**config.mk**
```make
export PLATFORM = sky130hd
export DESIGN_NAME = check_test_stream_flat
export DESIGN_NICKNAME = d
export VERILOG_FILES = /design/src/rtl/check_test_stream_if.sv /design/src/rtl/check_test_stream.sv /design/src/flat_wrapper.sv
export SDC_FILE = /design/constraint.sdc
export NUM_CORES = 1
export LEC_CHECK = 0
export ABC_CLOCK_PERIOD_IN_PS = 2250
export CAP_MARGIN = 5
export CELL_PAD_IN_SITES_DETAIL_PLACEMENT = 2
export CELL_PAD_IN_SITES_GLOBAL_PLACEMENT = 2
export CORE_MARGIN = 4
export CORE_UTILIZATION = 30
export CTS_CLUSTER_DIAMETER = 40
export DETAILED_ROUTE_END_ITERATION = 12
export GPL_TIMING_DRIVEN = 0
export PLACE_DENSITY_LB_ADDON = 0.1
export SETUP_SLACK_MARGIN = 0.15
export SYNTH_ARGS = -nofsm -noshare
export SYNTH_HDL_FRONTEND = slang
export SYNTH_SLANG_ARGS = --single-unit
```
**constraint.sdc**
```tcl
create_clock -name Clock -period 2.25 [get_ports Clock]
set_input_delay 0.3375 -clock Clock [delete_from_list [all_inputs] [get_ports Clock]]
set_output_delay 0.3375 -clock Clock [all_outputs]
set_load 0.03 [all_outputs]
```
**src/rtl/check_test_stream_if.sv**
```systemverilog
// Status/stream bundle between one incoming test line and its checker.
// Master side drives Start, Stream and Address; slave side (the checker) returns the result fields.
// FirstErr is present only when CHK_FIRSTERR_EN is defined.
interface check_test_stream_if #(
    parameter int WIDTH   = 24,
    parameter int ERRBITS = 16
);
    logic               Start;
    logic               Stream;
    logic [3:0]         Address;
    logic               Busy;
    logic               Done;
    logic               Pass;
    logic               NoStart;
    logic [ERRBITS-1:0] ErrCnt;
    logic [WIDTH-1:0]   WordCnt;
`ifdef CHK_FIRSTERR_EN
    logic [WIDTH-1:0]   FirstErr;
`endif

    // Address rides on the bus so status consumers can tell lines apart.
    modport master (
        output Start, Stream, Address,
        input  Busy, Done, Pass, NoStart, ErrCnt, WordCnt
`ifdef CHK_FIRSTERR_EN
        , input FirstErr
`endif
    );

    modport slave (
        input  Start, Stream, Address,
        output Busy, Done, Pass, NoStart, ErrCnt, WordCnt
`ifdef CHK_FIRSTERR_EN
        , output FirstErr
`endif
    );
endinterface

```
**src/rtl/check_test_stream.sv**
```systemverilog
// Purpose: deserializes the test stream on one line (MSB first, back-to-back WIDTH-bit words)
//          and checks it against the down-counting sequence 2^WIDTH-1 .. 1.
// Latency: pin-to-S is 2 cycles; Done pulses 1 cycle after the last bit of word 1 sits in S.
// Backpressure: none; the line is sampled every cycle, Start outside Idle is ignored.
// Ports: Clock, Reset (async active-low), bus (slave modport: Start/Stream/Address in,
//        Busy/Done/Pass/NoStart/ErrCnt/WordCnt out, FirstErr out with CHK_FIRSTERR_EN).
// Optional feature: define CHK_FIRSTERR_EN to capture the first mismatching word in FirstErr.
module check_test_stream #(
    parameter int WIDTH   = 24,
    parameter int TIMEOUT = 1024,
    parameter int ERRBITS = 16
) (
    input  logic               Clock,
    input  logic               Reset,
    check_test_stream_if.slave bus
);
    localparam int BW = (WIDTH   > 2) ? $clog2(WIDTH)   : 1;
    localparam int TW = (TIMEOUT > 2) ? $clog2(TIMEOUT) : 1;

    typedef enum logic [1:0] {IDLE, HUNT, RCV, FIN} state_t;

    state_t             state;
    logic               sync_q1;
    logic               s_q;
    logic [WIDTH-1:0]   expected;
    logic [WIDTH-1:0]   shift;
    logic [BW-1:0]      bit_cnt;
    logic [TW-1:0]      tmo_cnt;
    logic               busy_q;
    logic               done_q;
    logic               pass_q;
    logic               nostart_q;
    logic [ERRBITS-1:0] err_cnt;
    logic [WIDTH-1:0]   word_cnt;
`ifdef CHK_FIRSTERR_EN
    logic [WIDTH-1:0]   first_err_q;
    logic               err_seen;
`endif

    // Word as it stands once the current S bit is appended.
    logic [WIDTH-1:0]   rx;
    logic               mismatch;
    logic [ERRBITS-1:0] err_nxt;

    always_comb begin
        rx       = {shift[WIDTH-2:0], s_q};
        mismatch = (rx != expected);
        err_nxt  = err_cnt;
        if (mismatch && (err_cnt != '1)) begin
            err_nxt = err_cnt + ERRBITS'(1);
        end
    end

    always_ff @(posedge Clock or negedge Reset) begin
        if (!Reset) begin
            state       <= IDLE;
            sync_q1     <= 1'b0;
            s_q         <= 1'b0;
            expected    <= '0;
            shift       <= '0;
            bit_cnt     <= '0;
            tmo_cnt     <= '0;
            busy_q      <= 1'b0;
            done_q      <= 1'b0;
            pass_q      <= 1'b0;
            nostart_q   <= 1'b0;
            err_cnt     <= '0;
            word_cnt    <= '0;
`ifdef CHK_FIRSTERR_EN
            first_err_q <= '0;
            err_seen    <= 1'b0;
`endif
        end else begin
            sync_q1 <= bus.Stream;
            s_q     <= sync_q1;
            done_q  <= 1'b0;

            case (state)
                IDLE: begin
                    if (bus.Start) begin
                        expected  <= '1;
                        err_cnt   <= '0;
                        word_cnt  <= '0;
                        nostart_q <= 1'b0;
                        pass_q    <= 1'b0;
                        tmo_cnt   <= '0;
                        busy_q    <= 1'b1;
`ifdef CHK_FIRSTERR_EN
                        first_err_q <= '0;
                        err_seen    <= 1'b0;
`endif
                        state     <= HUNT;
                    end
                end

                HUNT: begin
                    // The lock bit is the MSB of word 0 and is always 1.
                    if (s_q) begin
                        shift   <= WIDTH'(1);
                        bit_cnt <= BW'(1);
                        state   <= RCV;
                    end else if (tmo_cnt == TW'(TIMEOUT - 1)) begin
                        nostart_q <= 1'b1;
                        pass_q    <= 1'b0;
                        done_q    <= 1'b1;
                        busy_q    <= 1'b0;
                        state     <= FIN;
                    end else begin
                        tmo_cnt <= tmo_cnt + TW'(1);
                    end
                end

                RCV: begin
                    shift <= rx;
                    if (bit_cnt == BW'(WIDTH - 1)) begin
                        word_cnt <= word_cnt + WIDTH'(1);
                        err_cnt  <= err_nxt;
`ifdef CHK_FIRSTERR_EN
                        if (mismatch && !err_seen) begin
                            first_err_q <= rx;
                            err_seen    <= 1'b1;
                        end
`endif
                        bit_cnt <= '0;
                        if (expected == WIDTH'(1)) begin
                            // err_nxt is zero only if no word of this test mismatched.
                            pass_q <= (err_nxt == '0);
                            done_q <= 1'b1;
                            busy_q <= 1'b0;
                            state  <= FIN;
                        end else begin
                            expected <= expected - WIDTH'(1);
                        end
                    end else begin
                        bit_cnt <= bit_cnt + BW'(1);
                    end
                end

                FIN: begin
                    state <= IDLE;
                end

                default: begin
                    state <= IDLE;
                end
            endcase
        end
    end

    assign bus.Busy     = busy_q;
    assign bus.Done     = done_q;
    assign bus.Pass     = pass_q;
    assign bus.NoStart  = nostart_q;
    assign bus.ErrCnt   = err_cnt;
    assign bus.WordCnt  = word_cnt;
`ifdef CHK_FIRSTERR_EN
    assign bus.FirstErr = first_err_q;
`endif
endmodule

```
**src/flat_wrapper.sv**
```systemverilog
// flat-port wrapper written by rule: the top's interface ports become plain ports
module check_test_stream_flat 
#(
    parameter int WIDTH   = 24,
    parameter int TIMEOUT = 1024,
    parameter int ERRBITS = 16
)
  (Clock, Reset, bus_Start, bus_Stream, bus_Address, bus_Busy, bus_Done, bus_Pass, bus_NoStart, bus_ErrCnt, bus_WordCnt);
  check_test_stream_if #(.WIDTH(WIDTH), .ERRBITS(ERRBITS)) bus_i ();
  input  logic Clock;
  input  logic Reset;
  input wire logic [$bits(bus_i.Start)-1:0] bus_Start;
  input wire logic [$bits(bus_i.Stream)-1:0] bus_Stream;
  input wire logic [$bits(bus_i.Address)-1:0] bus_Address;
  output wire logic [$bits(bus_i.Busy)-1:0] bus_Busy;
  output wire logic [$bits(bus_i.Done)-1:0] bus_Done;
  output wire logic [$bits(bus_i.Pass)-1:0] bus_Pass;
  output wire logic [$bits(bus_i.NoStart)-1:0] bus_NoStart;
  output wire logic [$bits(bus_i.ErrCnt)-1:0] bus_ErrCnt;
  output wire logic [$bits(bus_i.WordCnt)-1:0] bus_WordCnt;
  assign bus_i.Start = bus_Start;
  assign bus_i.Stream = bus_Stream;
  assign bus_i.Address = bus_Address;
  assign bus_Busy = bus_i.Busy;
  assign bus_Done = bus_i.Done;
  assign bus_Pass = bus_i.Pass;
  assign bus_NoStart = bus_i.NoStart;
  assign bus_ErrCnt = bus_i.ErrCnt;
  assign bus_WordCnt = bus_i.WordCnt;
  check_test_stream #(.WIDTH(WIDTH), .TIMEOUT(TIMEOUT), .ERRBITS(ERRBITS)) u_core (.Clock(Clock), .Reset(Reset), .bus(bus_i));
endmodule
```
# Word-level counts from Yosys, hierarchy flattened

Index checks and enable logic that the tools add are counted.

Bits in registers: 110
Bits in latches: 0
RAM bits: 0
Memory bits (read-only): 0
Input port bits: 8
Logic and storage cells: 93
Memories: 0

Add/subtract/negate cells: 5
Multiply operators: 0
Div/mod/pow operators: 0
Order comparisons: 0
Eq/ne operators: 17
Shifts and indexed selects: 0
Multiplexer cells: 44
Bitwise operators: 0
Reduce and logical (&&, ||, !) cells: 14

Operators with widths:

| kind                                                                     | number |
|---|---|
| 24-bit 2-to-1 mux                                                        | 5 |
| 24-bit case mux with 2 select lines                                      | 2 |
| 16-bit 2-to-1 mux                                                        | 3 |
| 23-bit case mux with 2 select lines                                      | 1 |
| 16-bit case mux with 2 select lines                                      | 1 |
| 10-bit 2-to-1 mux                                                        | 3 |
| 24-bit by 1-bit adder with 24-bit output (second input constant)         | 1 |
| 24-bit by 1-bit equality test with 1-bit output (second input constant)  | 1 |
| 24-bit inequality test                                                   | 1 |
| 24-bit by 1-bit subtractor with 24-bit output (second input constant)    | 1 |
| 23-bit 2-to-1 mux                                                        | 1 |
| 10-bit case mux with 2 select lines                                      | 1 |
| 16-bit by 1-bit adder with 16-bit output (second input constant)         | 1 |
| 16-bit logical NOT                                                       | 1 |
| 16-bit inequality test (second input constant)                           | 1 |
| 4-bit AND reduction                                                      | 4 |
| 1-bit 2-to-1 mux                                                         | 14 |
| 10-bit by 1-bit adder with 10-bit output (second input constant)         | 1 |
| 10-bit equality test (second input constant)                             | 1 |
| 2-bit 2-to-1 mux                                                         | 5 |
| 5-bit 2-to-1 mux                                                         | 2 |
| 5-bit case mux with 2 select lines                                       | 1 |
| 2-bit by 1-bit inequality test with 1-bit output (second input constant) | 4 |
| 2-bit inequality test (second input constant)                            | 4 |
| 15 further kinds                                                         | 20 |

# Longest topological paths before layout

Gate-level depths: netlist of run 1.

Word-level depth: 7
Depth in mapped cells: 11
Depth with buffers taken out: 9

# Worst setup path before layout of run 1

OpenSTA, ideal clock, no wires.

Kind: reg2reg
From: register u_core.err_cnt[0] (netlist: u_core.bus.ErrCnt[0])
To: register u_core.pass_q (netlist: u_core.bus.Pass)
Arrival: 2479 ps
Data required time: 2158 ps
Path slack: -321 ps
Cell stages (with the launch flop): 10
Clock period less this slack: 2571 ps
Path through: dfrtp_1 ha_1 and3_1 clkbuf_1 nand3_1 nor2_1 a21oi_1 mux2i_1 or4_1 o31ai_2

Longest elaborated chain between the ends: 7

RTL lines:

| element                                                                                          | line                     | RTL |
|---|---|---|
| from (decl)                                                                                      | check_test_stream.sv:33  | `logic [ERRBITS-1:0] err_cnt;` |
| from (signal assigned)                                                                           | check_test_stream.sv:117 | `err_cnt <= err_nxt;` |
| parallel branches: the longest is 2 deep, another holds 16-bit by 1-bit adder with 16-bit output | --                       |  |
| 16-bit 2-to-1 mux (*)                                                                            | check_test_stream.sv:49  | `if (mismatch && (err_cnt != '1)) begin` |
| 16-bit logical NOT (*)                                                                           | check_test_stream.sv:127 | `pass_q <= (err_nxt == '0);` |
| 1-bit 2-to-1 mux (*)                                                                             | check_test_stream.sv:125 | `if (expected == WIDTH'(1)) begin` |
| 1-bit 2-to-1 mux (*)                                                                             | check_test_stream.sv:115 | `if (bit_cnt == BW'(WIDTH - 1)) begin` |
| 1-bit case mux with 3 select lines (*)                                                           | check_test_stream.sv:78  | `case (state)` |
| to (signal assigned)                                                                             | check_test_stream.sv:127 |  |
| to (decl)                                                                                        | check_test_stream.sv:31  | `logic pass_q;` |

Every way passes the cells marked *. The select of a mux whose other input is x is not followed.
A chain may end at the register's enable or synchronous reset.

# Final worst setup path of run 1

From: register u_core.expected[8]
To: register u_core.pass_q (netlist: u_core.bus.Pass)

Longest elaborated chain between the ends: 7

RTL lines:

| element                            | line                     | RTL |
|---|---|---|
| from (decl)                        | check_test_stream.sv:25  | `logic [WIDTH-1:0] expected;` |
| from (signal assigned)             | check_test_stream.sv:132 | `expected <= expected - WIDTH'(1);` |
| 24-bit inequality test             | check_test_stream.sv:47  | `mismatch = (rx != expected);` |
| 1-bit logical AND                  | check_test_stream.sv:49  |  |
| 16-bit 2-to-1 mux                  | check_test_stream.sv:49  |  |
| 16-bit logical NOT                 | check_test_stream.sv:127 |  |
| 1-bit 2-to-1 mux                   | check_test_stream.sv:125 |  |
| 1-bit 2-to-1 mux                   | check_test_stream.sv:115 |  |
| 1-bit case mux with 3 select lines | check_test_stream.sv:78  |  |

Several ways; a longest one is shown, not always the timed one. The select of a mux whose other input is x is not followed.

==> metrics.csv, run 1 <==
metric,value,unit
power density over cell area,812,mW/mm2
Max-slew headroom,49.2,%
Total Power,7.10,mW
synth unique cells,61,
"Reg clk slew, reported paths",0.08,ns
Final Max Slew Viols,0,
max-cap viol count,0,
RD Place Congestion,0.786,
H-tree levels,3,
worst path required time,2.52,ns
Core Box Area,0.0190,mm2
biggest cell delay along the critical path,0.54,ns
GRT Total Usage,18.3,%
Fin. Hold Viols,0,
Yosys reg bits,110,
"EDFF count, synth",0,
share of layout cells above drive strength 1,36.2,%
vias,5317,
average wire per standard cell,20.5,um
Die Wd,148,um
RSZ-0062 raised after global routing,yes,
CP Launch Type,flop,
IO Port Bufs,47,
Ys Warns,0,
Buf/Inv on CP,1,
CTS tree,built,
failing checks,negative setup slack,
io pins,52,
HP Class,reg -> reg,
final core area utilization,46.0,%
Mapped Nets,634,
drt via density,5.17,
worst hold slack,0.364,ns
Setup Skew,0.00901,ns
setup TNS,-1.24,ns
Main synth FF type,dfrtp_1,
Crit-path slowest cell,or4_4,
initial antenna violation count,0,
largest cells by area after synthesis,"dfrtp_1, xnor2_1, nand2_1",
Max Clock Freq,0.402,GHz
initial core utilization,31.0,%
Placed Area,0.00687,mm2
Arrival @ worst endpoint,2.76,ns
# DRC,0,
setup violators final,22,
final worst path period share,110,%
DRT Wirelength,21.1,mm
largest net degree at the start of global routing,80,
area of the mapped netlist,0.00589,mm2
Static Leak,3.50,nW
Peak VDD IR,0.000426,V
Die Height,148,um
sequential cell area fraction in the yosys report,46.7,%
First DRT Iteration DRCs,153,
clock buffer depth,2,
Layout area overhead,48.4,%
grt total ovfl,0,
Top delay family on crit path,simple AND/OR/NAND/NOR gates,
Routed Antenna Nets,0,
Non-Filler Instances,1029,
# diodes,0,
Detail Placement HPWL,13.4,mm
worst path cell trace,xnor2_2 > nand4_1 > nor4_4 > buf_6 > a21oi_2 > mux2_1 > or4_4 > o31ai_4,
first-pass GRT wire length,32.3,mm
Worst-Skew Late Latency,0.36,ns
critical path class,reg -> reg,
Post-Syn Instances,616,
Synth area leader,dfrtp_1,
row cnt,50,
TritonCTS buffer count,9,
status,"complete, but fails checks",
post-layout min period,2.49,ns
drt first pass iters,4,
Sinks on Clock Net,110,
Die ar.,0.0219,mm2
mean post-synth cell area,9.56,um2
Placed Cells,924,
critical path peak fanout,4,
worst slack at placement,-0.671,ns
fin nets,782,
Final WS setup,-0.235,ns
share of the synthesized area in the top cell type,46.7,%
vias in the first global route,5839,
Slew @ Worst Pin,0.761,ns
Final Cell Area,0.00874,mm2
Critical Path End Type,flop,
asr flop ratio synth,100,%
clk root buf,clkbuf_16,
[synthesized netlist by cell type (all sizes together), types with 6 or more instances]
cell      n
dfrtp   110
nand2    69
nor2     53
xnor2    43
o21ai    31
nand3    30
xor2     28
a21oi    26
a22o     25
clkbuf   20
nand4    18
nor3     15
and3     12
inv      12
ha       10
or3      10
and2      9
nand2b    9
o31ai     9
nor4      6
[registers in the layout, summed over array words and instances (netlist names)]
register,count
u_core.bus.WordCnt,24
u_core.expected,24
u_core.shift,23
u_core.bus.ErrCnt,16
u_core.tmo_cnt,10
u_core.bit_cnt,5
u_core.state,2
u_core.bus.Busy,1
u_core.bus.Done,1
u_core.bus.NoStart,1
u_core.bus.Pass,1
u_core.s_q,1
u_core.sync_q1,1
[kinds of logic after synthesis]
kind of cell	Yosys count	synth area share, %
XOR/XNOR	71	10.6
AO/OA/AOI/OAI	121	14.0
flip-flops	110	46.7
multiplexers	9	1.61
buffers and inverters	37	2.44
AND/OR/NAND/NOR	258	22.6
adder cells (fa/ha/maj)	10	2.12
[what timing repair did]
| action | 4_1_cts | 5_1_grt |
|---|---|---|
| hold buffers | 1 | 0 |
| endpoints found under the setup margin | 96 | 86 |
| buffers inserted | 43 | 45 |
| resized for setup | 111 | 134 |
| pin swaps | 34 | 54 |
| hold endpoints to repair | 31 | 0 |
[report_power, final]
group          internal, mW  switching [mW]
clock network         0.767           0.807
registers              2.20           0.295
logic                  1.48            1.55
[final timing paths]
check | from | end | slack (ns) | cells after the start
min | u_core.sync_q1 | u_core.s_q | 0.36 | 0
max | u_core.expected[8] | u_core.bus.Pass | -0.24 | 8
max in group asynchronous | Reset | u_core.bus.ErrCnt[9] | 1.07 | 3
min reg2reg | u_core.sync_q1 | u_core.s_q | 0.36 | 0
max reg2reg | u_core.expected[8] | u_core.bus.Pass | -0.24 | 8
min in group asynchronous | Reset | u_core.shift[10] | 0.43 | 2
[per-layer routing]
layer / wire length, um / track usage, % / up-vias
met5: 0 / 0 / -
met4: 213 / 3.93 / 0
met3: 467 / 3.44 / 14
met2: 11100 / 32.1 / 53
met1: 9260 / 23.5 / 2774
li1: - / - / 2476
[layout make-up]
| type | count | area (um2) |
|---|---|---|
| Timing Repair Buffer | 137 | 1290 |
| Clock inverter | 5 | 43.8 |
| Clock buffer | 11 | 233 |
| Sequential cell | 110 | 2780 |
| Inverter | 12 | 60.1 |
| Multi-Input combinational cell | 469 | 3780 |
| Tap cell | 260 | 325 |
| Fill cell | 2034 | 10300 |
| Buffer | 25 | 228 |
[cell usage in the layout, fill, tap and decap left out, types with 9 or more instances in the layout]
master / count
dfrtp_2: 23
dfrtp_1: 87
xor2_1: 27
buf_4: 68
clkbuf_16: 9
nand4_1: 18
xnor2_1: 32
inv_1: 9
buf_6: 29
nand3_1: 18
nor3_1: 10
o21ai_0: 14
nand2_1: 63
clkdlybuf4s50_1: 46
xnor2_2: 11
a22o_1: 25
a21oi_1: 14
o21ai_1: 10
nor2_1: 42
[worst register-to-register path: stages, from the launching register on]
cell and delay [ns]:
dfrtp_2 0.45, xnor2_2 0.21, nand4_1 0.16, nor4_4 0.31, buf_6 0.16, a21oi_2 0.07, mux2_1 0.32, or4_4 0.54
o31ai_4 0.17
No activity file was read; power rests on OpenSTA's default activity.
==> run 2: changes to the inputs <==
CORE_ASPECT_RATIO = 1.5   (was default)
==> metrics.csv, run 2 (same netlist as run 1, synthesis figures left out) <==
metric,value,unit
Die Height,180,um
CP Launch Type,flop,
largest net degree at the start of global routing,88,
IO Port Bufs,47,
critical path peak fanout,4,
wire length on met1,8.42,mm
critical path class,reg -> reg,
# diodes,0,
Static Leak,3.61,nW
clock buffer depth,2,
DRT Wirelength,21.3,mm
TritonCTS buffer count,9,
Max-slew headroom,53.9,%
initial core utilization,30.6,%
RSZ-0062 raised after global routing,yes,
Die ar.,0.0220,mm2
Routed Antenna Nets,0,
First DRT Iteration DRCs,149,
worst slack at placement,-0.689,ns
vias in the first global route,5961,
drt via density,5.21,
Filler Cell Count,2060,
drt first pass iters,6,
worst path required time,2.52,ns
met2 routed WL,12.0,mm
average wire per standard cell,20.6,um
Critical Path End Type,flop,
Slew @ Worst Pin,0.689,ns
first-pass GRT wire length,32.8,mm
max-cap viol count,0,
failing checks,negative setup slack,
top routing layer used,met4,
Final Cell Area,0.00879,mm2
vias,5392,
share of layout cells above drive strength 1,36.8,%
Sinks on Clock Net,110,
Detail Placement HPWL,13.7,mm
Core Box Area,0.0192,mm2
power density over cell area,808,mW/mm2
met3 wire length,355,um
Setup Skew,0.0116,ns
"leading cell type in the layout, fill and taps excluded",dfrtp_1,
Max Clock Freq,0.395,GHz
Die Wd,122,um
CTS tree,built,
clk root buf,clkbuf_16,
Placed Area,0.00686,mm2
Arrival @ worst endpoint,2.81,ns
initial antenna violation count,0,
GRT Total Usage,18.8,%
fin nets,792,
Final Max Slew Viols,0,
Total Power,7.11,mW
Worst-Skew Late Latency,0.37,ns
row cnt,62,
HP Class,reg -> reg,
Fin. Hold Viols,0,
# DRC,0,
status,"complete, but fails checks",
setup TNS,-2.10,ns
io pins,52,
Layout area overhead,49.3,%
setup violators final,25,
Peak VDD IR,0.000406,V
"Reg clk slew, reported paths",0.08,ns
most frequent cells in the layout,"dfrtp_1, buf_4, nand2_1",
final worst path period share,113,%
RD Place Congestion,0.770,
H-tree levels,3,
Final WS setup,-0.283,ns
grt total ovfl,0,
post-layout min period,2.53,ns
run 2: cell count changes in the layout (fill, tap and decap cells not counted), sizes merged:
cell | before | now
inv | 12 | 13
buf | 108 | 111
clkbuf | 18 | 25
clkinv | 3 | 1
clkinvlp | 2 | 3
run 2: report_power, final:
part / total [mW] / internal (mW) / switching [mW]
clock network: 1.60 / 0.794 / 0.808
registers: 2.49 / 2.20 / 0.294
logic: 3.01 / 1.48 / 1.53
total: 7.11 / 4.47 / 2.64
run 2: repair_timing:
item / CTS / global route
hold endpoints to repair: 23 / 0
hold buffers: 1 / 0
gates resized for setup: 106 / 121
buffers inserted: 47 / 51
endpoints found under the setup margin: 97 / 83
pin swaps: 37 / 48
run 2: metrics by stage:
step / hold slack (ns) / instances / util (%)
2_1_floorplan: 0.0419 / 616 / -
4_1_cts: 0.366 / 984 / 41.3
3_3_place_gp: 0.340 / 919 / 35.5
3_5_place_dp: 0.218 / 920 / 35.7
6_report: 0.363 / 1035 / 45.7
5_1_grt: 0.382 / 1035 / 45.7
run 2: worst paths after layout:
check	cells past startpoint	to	start	slack, ns
worst max register to register	7	u_core.bus.Pass	u_core.expected[14]	-0.28
worst min register to register	0	u_core.s_q	u_core.sync_q1	0.36
worst min-delay path	0	u_core.s_q	u_core.sync_q1	0.36
max in group asynchronous	3	u_core.bus.ErrCnt[12]	Reset	1.09
min in group asynchronous	2	u_core.shift[6]	Reset	0.40
worst max-delay path	7	u_core.bus.Pass	u_core.expected[14]	-0.28
run 2: final cells by class:
class | instances | area (um2) | share of cell area (%)
clock inverter | 5 | 42.5 | 0.484
inverter | 12 | 52.6 | 0.598
timing repair buffer | 147 | 1320 | 15.0
buffer | 25 | 231 | 2.63
multi-input combinational | 469 | 3800 | 43.2
tap | 256 | 320 | 3.64
clock buffer | 11 | 243 | 2.76
sequential | 110 | 2780 | 31.6
run 2: layer usage:
metal	vias to the layer above	global-route usage, %
li1	2507	-
met1	2807	21.8
met2	54	34.8
met3	24	2.86
met4	0	5.56
met5	-	0
run 2: critical path, stage by stage (launching register included):
cell	delay [ns]
dfrtp_2	0.44
or4_4	0.57
nor4_4	0.22
nand4_1	0.22
o21ai_2	0.29
nand3_4	0.14
or3_4	0.36
o31ai_4	0.21
